<file path="config.mk">
export PLATFORM = sky130hd
export DESIGN_NAME = bf_sequencer
export DESIGN_NICKNAME = d
export VERILOG_FILES = /design/src/rtl/bf_sequencer.sv
export SDC_FILE = /design/constraint.sdc
export NUM_CORES = 1
export LEC_CHECK = 0
export ABC_AREA = 1
export CORE_ASPECT_RATIO = 0.8
export CORE_MARGIN = 1
export CORE_UTILIZATION = 45
export CTS_CLUSTER_DIAMETER = 40
export CTS_CLUSTER_SIZE = 14
export DETAILED_ROUTE_END_ITERATION = 8
export PLACE_DENSITY = 0.77
export SLEW_MARGIN = 20
export SYNTH_ARGS = -nofsm -noshare
export SYNTH_HDL_FRONTEND = slang
export SYNTH_SLANG_ARGS = --single-unit
</file>
<file path="constraint.sdc">
create_clock -name clock -period 2.5 [get_ports clock]
set_input_delay 0.5 -clock clock [delete_from_list [all_inputs] [get_ports clock]]
set_output_delay 0.5 -clock clock [all_outputs]
set_load 0.02 [all_outputs]
</file>
<file path="src/rtl/bf_sequencer.sv">
// bf_sequencer: fetch/decode/execute sequencer for the BF machine core.
// Drives program/data RAM addresses straight from pc/dp, scans for matching
// brackets one byte per two cycles, and handshakes '.' and ',' with board I/O.
module bf_sequencer #(
  parameter int PC_W = 8,
  parameter int DP_W = 8
) (
  input  logic            clock,
  input  logic            reset,
  input  logic            go,
  output logic [PC_W-1:0] pm_addr,
  input  logic [7:0]      pm_rdata,
  output logic [DP_W-1:0] dm_addr,
  input  logic [7:0]      dm_rdata,
  output logic [7:0]      dm_wdata,
  output logic            dm_we,
  input  logic [7:0]      in_data,
  input  logic            in_valid,
  output logic            in_req,
  output logic [7:0]      out_data,
  output logic            out_valid,
  input  logic            out_ready,
  output logic [PC_W-1:0] pc,
  output logic [DP_W-1:0] dp,
  output logic [3:0]      state,
  output logic            halted,
  output logic            error
);

  typedef enum logic [3:0] {
    S_IDLE     = 4'd0,
    S_FETCH    = 4'd1,
    S_DECODE   = 4'd2,
    S_OUT_WAIT = 4'd3,
    S_IN_WAIT  = 4'd4,
    S_SF_FETCH = 4'd5,
    S_SF_CHECK = 4'd6,
    S_SB_FETCH = 4'd7,
    S_SB_CHECK = 4'd8,
    S_HALT     = 4'd9,
    S_ERROR    = 4'd10
  } state_t;

  localparam logic [7:0] OP_INC  = 8'h2B;  // +
  localparam logic [7:0] OP_DEC  = 8'h2D;  // -
  localparam logic [7:0] OP_RGT  = 8'h3E;  // >
  localparam logic [7:0] OP_LFT  = 8'h3C;  // <
  localparam logic [7:0] OP_OUT  = 8'h2E;  // .
  localparam logic [7:0] OP_IN   = 8'h2C;  // ,
  localparam logic [7:0] OP_OPEN = 8'h5B;  // [
  localparam logic [7:0] OP_CLS  = 8'h5D;  // ]
  localparam logic [7:0] OP_END  = 8'h00;

  localparam logic [PC_W-1:0] PC_ONE  = PC_W'(1);
  localparam logic [PC_W-1:0] PC_ZERO = '0;
  localparam logic [PC_W-1:0] PC_MAX  = '1;
  localparam logic [DP_W-1:0] DP_ONE  = DP_W'(1);

  state_t          st;
  logic [PC_W-1:0] depth;

  // RAM addresses follow the pointers directly so a FETCH cycle reads both
  assign pm_addr = pc;
  assign dm_addr = dp;
  assign state   = st;

  // Write port and input request: combinational so the write commits at the
  // edge that ends DECODE / the IN_WAIT accept cycle
  always_comb begin
    dm_we    = 1'b0;
    dm_wdata = 8'h00;
    in_req   = (st == S_IN_WAIT);
    case (st)
      S_DECODE: begin
        if (pm_rdata == OP_INC) begin
          dm_we    = 1'b1;
          dm_wdata = dm_rdata + 8'd1;
        end else if (pm_rdata == OP_DEC) begin
          dm_we    = 1'b1;
          dm_wdata = dm_rdata - 8'd1;
        end
      end
      S_IN_WAIT: begin
        if (in_valid) begin
          dm_we    = 1'b1;
          dm_wdata = in_data;
        end
      end
      default: ;
    endcase
  end

  // Main sequencer FSM: pointers, bracket depth, I/O and status registers
  always_ff @(posedge clock) begin
    if (reset) begin
      st        <= S_IDLE;
      pc        <= '0;
      dp        <= '0;
      depth     <= '0;
      out_data  <= 8'h00;
      out_valid <= 1'b0;
      halted    <= 1'b0;
      error     <= 1'b0;
    end else begin
      case (st)
        S_IDLE, S_HALT, S_ERROR: begin
          if (go) begin
            pc     <= '0;
            dp     <= '0;
            halted <= 1'b0;
            error  <= 1'b0;
            st     <= S_FETCH;
          end
        end

        S_FETCH: st <= S_DECODE;

        S_DECODE: begin
          case (pm_rdata)
            OP_INC, OP_DEC: begin
              pc <= pc + PC_ONE;
              st <= S_FETCH;
            end
            OP_RGT: begin
              dp <= dp + DP_ONE;
              pc <= pc + PC_ONE;
              st <= S_FETCH;
            end
            OP_LFT: begin
              dp <= dp - DP_ONE;
              pc <= pc + PC_ONE;
              st <= S_FETCH;
            end
            OP_OUT: begin
              out_data  <= dm_rdata;
              out_valid <= 1'b1;
              st        <= S_OUT_WAIT;
            end
            OP_IN: st <= S_IN_WAIT;
            OP_OPEN: begin
              pc <= pc + PC_ONE;
              if (dm_rdata == 8'h00) begin
                depth <= PC_ONE;
                st    <= S_SF_FETCH;
              end else begin
                st <= S_FETCH;
              end
            end
            OP_CLS: begin
              if (dm_rdata != 8'h00) begin
                depth <= PC_ONE;
                pc    <= pc - PC_ONE;
                st    <= S_SB_FETCH;
              end else begin
                pc <= pc + PC_ONE;
                st <= S_FETCH;
              end
            end
            OP_END: begin
              halted <= 1'b1;
              st     <= S_HALT;
            end
            default: begin
              pc <= pc + PC_ONE;
              st <= S_FETCH;
            end
          endcase
        end

        S_OUT_WAIT: begin
          if (out_ready) begin
            out_valid <= 1'b0;
            pc        <= pc + PC_ONE;
            st        <= S_FETCH;
          end
        end

        S_IN_WAIT: begin
          if (in_valid) begin
            pc <= pc + PC_ONE;
            st <= S_FETCH;
          end
        end

        S_SF_FETCH: st <= S_SF_CHECK;

        // Forward scan: a ']' at depth 1 is the match; running into program
        // end (0x00) or the top of program memory means no match exists
        S_SF_CHECK: begin
          if (pm_rdata == OP_END) begin
            error <= 1'b1;
            st    <= S_ERROR;
          end else if (pm_rdata == OP_CLS && depth == PC_ONE) begin
            pc <= pc + PC_ONE;
            st <= S_FETCH;
          end else if (pc == PC_MAX) begin
            error <= 1'b1;
            st    <= S_ERROR;
          end else begin
            if (pm_rdata == OP_OPEN)     depth <= depth + PC_ONE;
            else if (pm_rdata == OP_CLS) depth <= depth - PC_ONE;
            pc <= pc + PC_ONE;
            st <= S_SF_FETCH;
          end
        end

        S_SB_FETCH: st <= S_SB_CHECK;

        // Backward scan: mirror image, resuming just past the matching '['
        S_SB_CHECK: begin
          if (pm_rdata == OP_END) begin
            error <= 1'b1;
            st    <= S_ERROR;
          end else if (pm_rdata == OP_OPEN && depth == PC_ONE) begin
            pc <= pc + PC_ONE;
            st <= S_FETCH;
          end else if (pc == PC_ZERO) begin
            error <= 1'b1;
            st    <= S_ERROR;
          end else begin
            if (pm_rdata == OP_CLS)       depth <= depth + PC_ONE;
            else if (pm_rdata == OP_OPEN) depth <= depth - PC_ONE;
            pc <= pc - PC_ONE;
            st <= S_SB_FETCH;
          end
        end

        default: st <= S_IDLE;
      endcase
    end
  end

endmodule
</file>
After elaboration in Yosys (flattened, before gate mapping):

Cells that the tools add are included.

* $add $sub $neg: 8
* eq/ne operators: 44
* reductions and logical operators: 22
* mux-type cells: 62

Operators by type and width (count)
* two-way mux 8 bit: 25
* case mux 8 bit (2 select lines): 5
* equality test 8 x 6 -> 1 bit (second input constant): 6
* case mux 8 bit (6 select lines): 1
* two-way mux 4 bit: 9
* case mux 4 bit (9 select lines): 1
* inequality test 3 bit (second input constant): 11
* adder 8 x 1 -> 8 bit (second input constant): 4
* subtractor 8 x 1 -> 8 bit (second input constant): 4
* logical NOT 8 bit: 3
* case mux 8 bit (3 select lines): 1
* inequality test 2 bit (second input constant): 11
* case mux 4 bit (5 select lines): 1
* equality test 4 x 3 -> 1 bit (second input constant): 4
* equality test 8 x 7 -> 1 bit (second input constant): 2
* two-way mux 1 bit: 13
* equality test 4 bit (second input constant): 3
* AND reduction 12 bit: 1
* AND reduction 3 bit: 4
* AND reduction 9 bit: 1
* equality test 4 x 2 -> 1 bit (second input constant): 2
* equality test 8 x 1 -> 1 bit (second input constant): 1
* equality test 8 bit (second input constant): 1
* nonzero test 8 bit: 1
* 14 further kinds: 21

* register bits after elaboration: 39
* logic and storage cells: 144
* output and inout bits: 57
* input port bits: 29

Logic depth before layout (Yosys ltp):

* word-level depth: 7
* gate-level depth with buffers: 15
* depth with buffers taken out: 15

Worst setup path before layout:

No wires, ideal clock.

* kind: reg-to-output
* start: register st[1] (netlist: state[1])
* end: output port dm_wdata[0]
* required time: 2000 ps
* stages on the path, launching flop included: 7
* buffers on the path: 0
* slack: 113 ps
* arrival time: 1887 ps
* cells stage by stage: dfxtp_1 > nand2_2 > nor2_4 > nand2_1 > a21oi_1 > inv_1 > o21ai_0

* longest elaborated chain between the ends: 2
* elaborated cells between the ends (all ways): 3
* classes of those cells: eq/ne: 2; mux: 1

Ends and longest elaborated chain
* start: declaration: RTL line 59 `state_t st;`
* start signal: assignment: RTL line 96 `st <= S_IDLE;`
* start signal: assignment: RTL line 112 `st <= S_FETCH;`
* start signal: assignment: RTL line 116 `S_FETCH: st <= S_DECODE;`
* equality test 4 x 3 -> 1 bit / equality test 4 x 2 -> 1 bit (equally long branches): RTL line 73 `case (st)`
* case mux 8 bit (2 select lines) *: RTL line 73
* end: declaration: RTL line 15 `output logic [7:0] dm_wdata,`

Mark *: on every way between the ends. The rest lies on a longest branch, timed or not.

Worst setup path after layout:

* start: input port dm_rdata[1]
* end: output port dm_wdata[7]

* longest elaborated chain between the ends: 4
* elaborated cells between the ends (all ways): 5
* classes of those cells: add/sub: 2; mux: 3

Ends and longest elaborated chain
* start: declaration: RTL line 14 `input logic [7:0] dm_rdata,`
* subtractor 8 x 1 -> 8 bit: RTL line 80 `dm_wdata = dm_rdata - 8'd1;`
* two-way mux 8 bit: RTL line 78 `end else if (pm_rdata == OP_DEC) begin`
* two-way mux 8 bit *: RTL line 75 `if (pm_rdata == OP_INC) begin`
* case mux 8 bit (2 select lines) *: RTL line 73

Marks and branches as above.

==> run_results.csv <==
group,metric,value,unit
timing,maxClockFrequency,415.7,MHz
place,numPortBuffers,85,
clocking,cts_tree,"done",
cells_and_area,final_common_cell,"nand2_1",
routing,vias,4327,
routing,drc_errors,0,
clocking,cts_buffer_depth,2,
clocking,htree_levels,2,
routing,wl,11040,µm
timing,fin_skew,10.05,ps
die,dieArea,0.008346,mm²
global_route,track_usage,0.2645,
clocking,cts.clk_slew.worst_paths,80,ps
logic_synthesis,synth_edf_count,0,
timing,drv_slew,0,
logic_synthesis,netlist-cell-type-count,44,
logic_synthesis,synth-warning-count,0,
die,ios,86,
global_route,grt-ovfl-total,0,
logic_synthesis,synth_top_flop_cell,"dfxtp_1",
power_and_ir_drop,powerDensity,351.8,mW/mm²
cells_and_area,fin_nets,758,
global_route,antenna_found_initial,0,
logic_synthesis,synth_nets,628,
place,place_congestion,0.9809,
worst_setup_path,required,2000,ps
power_and_ir_drop,p_clk_frac,0.238,
die,die_h,81.92,µm
power_and_ir_drop,netSwitchingFraction,0.3702,
worst_setup_path,end_kind,"primary output",
power_and_ir_drop,peakVddDrop,0.0002449,V
die,die_x,101.9,µm
routing,ant_nets,0,
clocking,cts.sinks,39,
cells_and_area,diodes,0,
cells_and_area,multi_input_area,0.002436,mm²
worst_setup_path,cp-start-kind,"primary input",
logic_synthesis,postSynthAreaPerCell,6.120,µm²
cells_and_area,drive_above_1_share,0.1880,
timing,tns,0,ps
timing,finalCritPeriodShare,0.9623,
logic_synthesis,yosysSeqAreaShare,0.2173,
logic_synthesis,syn_area,0.003592,mm²
timing,fin_crit,2406,ps
routing,routed_via_density,5.258,
hold_path,hold_path.class,"flip-flop to flip-flop",
power_and_ir_drop,p_comb_frac,0.383,
timing,worst_pin_slew,521.5,ps
timing,rsz0062_at_grt,"yes",
logic_synthesis,syn_inst,587,
clocking,cts_root_buf,"clkbuf_8",
routing,wire_per_inst,13.41,µm
global_route,grt_max_degree,26,
routing,drt_iter0_markers,277,
run,max-cap-violations,0,
die,floorplan.initialDensity,0.4747,
global_route,grt_pass1_wl,17710,µm
worst_setup_path,worstPathArrival,1910,ps
worst_setup_path,crit_path_max_fanout,4,
clocking,clk_latency,290,ps
power_and_ir_drop,switching_power,659.7,µW
clocking,cts_buffers,5,
timing,final-setup-viol-count,0,
timing,slew_headroom,0.6519,
routing,drt_first_pass_iters,6,
status,status,"complete, no violations",
cells_and_area,most-common-layout-cells,"149 x nand2_1, 69 x buf_4, 62 x inv_1, 62 x clkdlybuf4s50_1, 57 x nor2_1",
power_and_ir_drop,power.internal,1122,µW
power_and_ir_drop,power_leakage,0.002330,µW
place,dp_hpwl,8450,µm
cells_and_area,syn_to_final_growth,41.00,%
cells_and_area,register_area,782.0,µm²
power_and_ir_drop,pwr-share-seq,0.378,
logic_synthesis,synth_seq_cells,39,
die,core_area,0.007567,mm²
die,row_count,28,
timing,finalHoldViolations,0,
global_route,grt_pass1_vias,3871,
power_and_ir_drop,power,1782,µW
cells_and_area,fillers,709,
worst_setup_path,path_class,"primary input to primary output",
logic_synthesis,async_flop_share,0,
metrics by stage:
stage	std cells	util	setup slack [ps]	hold slack, ps	instance area, µm²
3_5_place_dp	813	0.6447	-725.4	438.4	4878
5_1_grt	823	0.6693	-18.73	491.4	5065
2_1_floorplan	587	-	112.6	520.0	3592
4_1_cts	823	0.6612	9.252	463.0	5004
6_report	823	0.6693	94.30	461.6	5065
3_3_place_gp	813	0.6447	-684.0	449.8	4878
power by group through the flow:
stage | clock network (µW) | logic, µW | registers [µW]
after CTS | 431 | 673 | 673
after global placement | 0 | 653 | 687
final | 424 | 683 | 674
after floorplan | 0 | 386 | 707
after global routing | 457 | 745 | 677
after detailed placement | 0 | 663 | 687
timing repair:
action / CTS / global route
endpoints found under the setup margin: 9 / 20
pin swaps: 6 / 10
setup buffers: 2 / 0
gates resized for setup: 66 / 25
hold buffers: 0 / 0
worst paths after layout:
path	startpoint	to	slack [ps]	cells past startpoint
worst max-delay path	dm_rdata[1]	dm_wdata[7]	90	8
worst min-delay path	error	error	460	2
worst max register to register	pc[0]	pc[1]	210	10
worst min register to register	error	error	460	2
flip-flops by register name (all words and copies together) (netlist names):
name,cells
state,4
pc,8
out_valid,1
dm_addr,8
halted,1
depth,8
error,1
out_data,8
critical path: stages:
cell	delay [ps]
dlygate4sd2_1	290
nand3_2	150
nor3_4	220
nand3_1	120
xor2_1	190
a21oi_1	100
a22o_1	190
buf_4	160
synth_stat cells, types with 2 or more instances:
cell	number	area, µm²
nand4_1	7	43.79
nor2_4	4	45.04
xor2_1	16	140.1
buf_2	6	30.03
nor2_2	5	31.28
buf_4	17	127.6
inv_2	4	15.01
dfxtp_1	39	780.8
nand3_1	54	270.3
nand2_4	2	22.52
inv_1	69	259.0
nand2_1	151	566.8
o21ai_0	26	130.1
clkbuf_1	6	22.52
o22ai_1	6	37.54
nor3_1	11	55.05
o21bai_1	2	15.01
nand2_2	4	25.02
o211a_1	2	20.02
a21oi_1	41	205.2
o2111ai_1	2	17.52
nor2_1	63	236.5
or2_2	2	12.51
ha_1	12	150.1
a31oi_1	2	12.51
nand3_2	2	20.02
a22o_1	2	17.52
o211ai_1	6	45.04
xnor2_1	9	78.83
cell type report:
class | count | share of cell area
clock buffers | 7 | 0.01507
clock inverters | 1 | 0.0009881
inverters | 74 | 0.05534
multi-input cells | 444 | 0.4810
flip-flops and latches | 39 | 0.1544
well taps | 105 | 0.02594
repair buffers | 153 | 0.2673
kinds of logic after synthesis:
logic type / count (synthesis) / synth area share
AND/OR/NAND/NOR: 308 / 0.3821
buffers and inverters: 104 / 0.1313
AO/OA/AOI/OAI: 98 / 0.1637
flip-flops: 39 / 0.2173
XOR/XNOR: 25 / 0.06095
adder cells (fa/ha/maj): 12 / 0.04180
multiplexers: 1 / 0.002787
metal layers:
| metal | part of all wire | vias to the layer above | GRT usage |
|---|---|---|---|
| li1 | - | 2163 | - |
| met3 | 0.064 | 23 | 0.04255 |
| met4 | 0.016 | 0 | 0.05857 |
| met5 | 0 | - | 0 |
| met2 | 0.45 | 152 | 0.4385 |
| met1 | 0.47 | 1989 | 0.3609 |
Note: power is estimated with default switching activity, not from simulation.
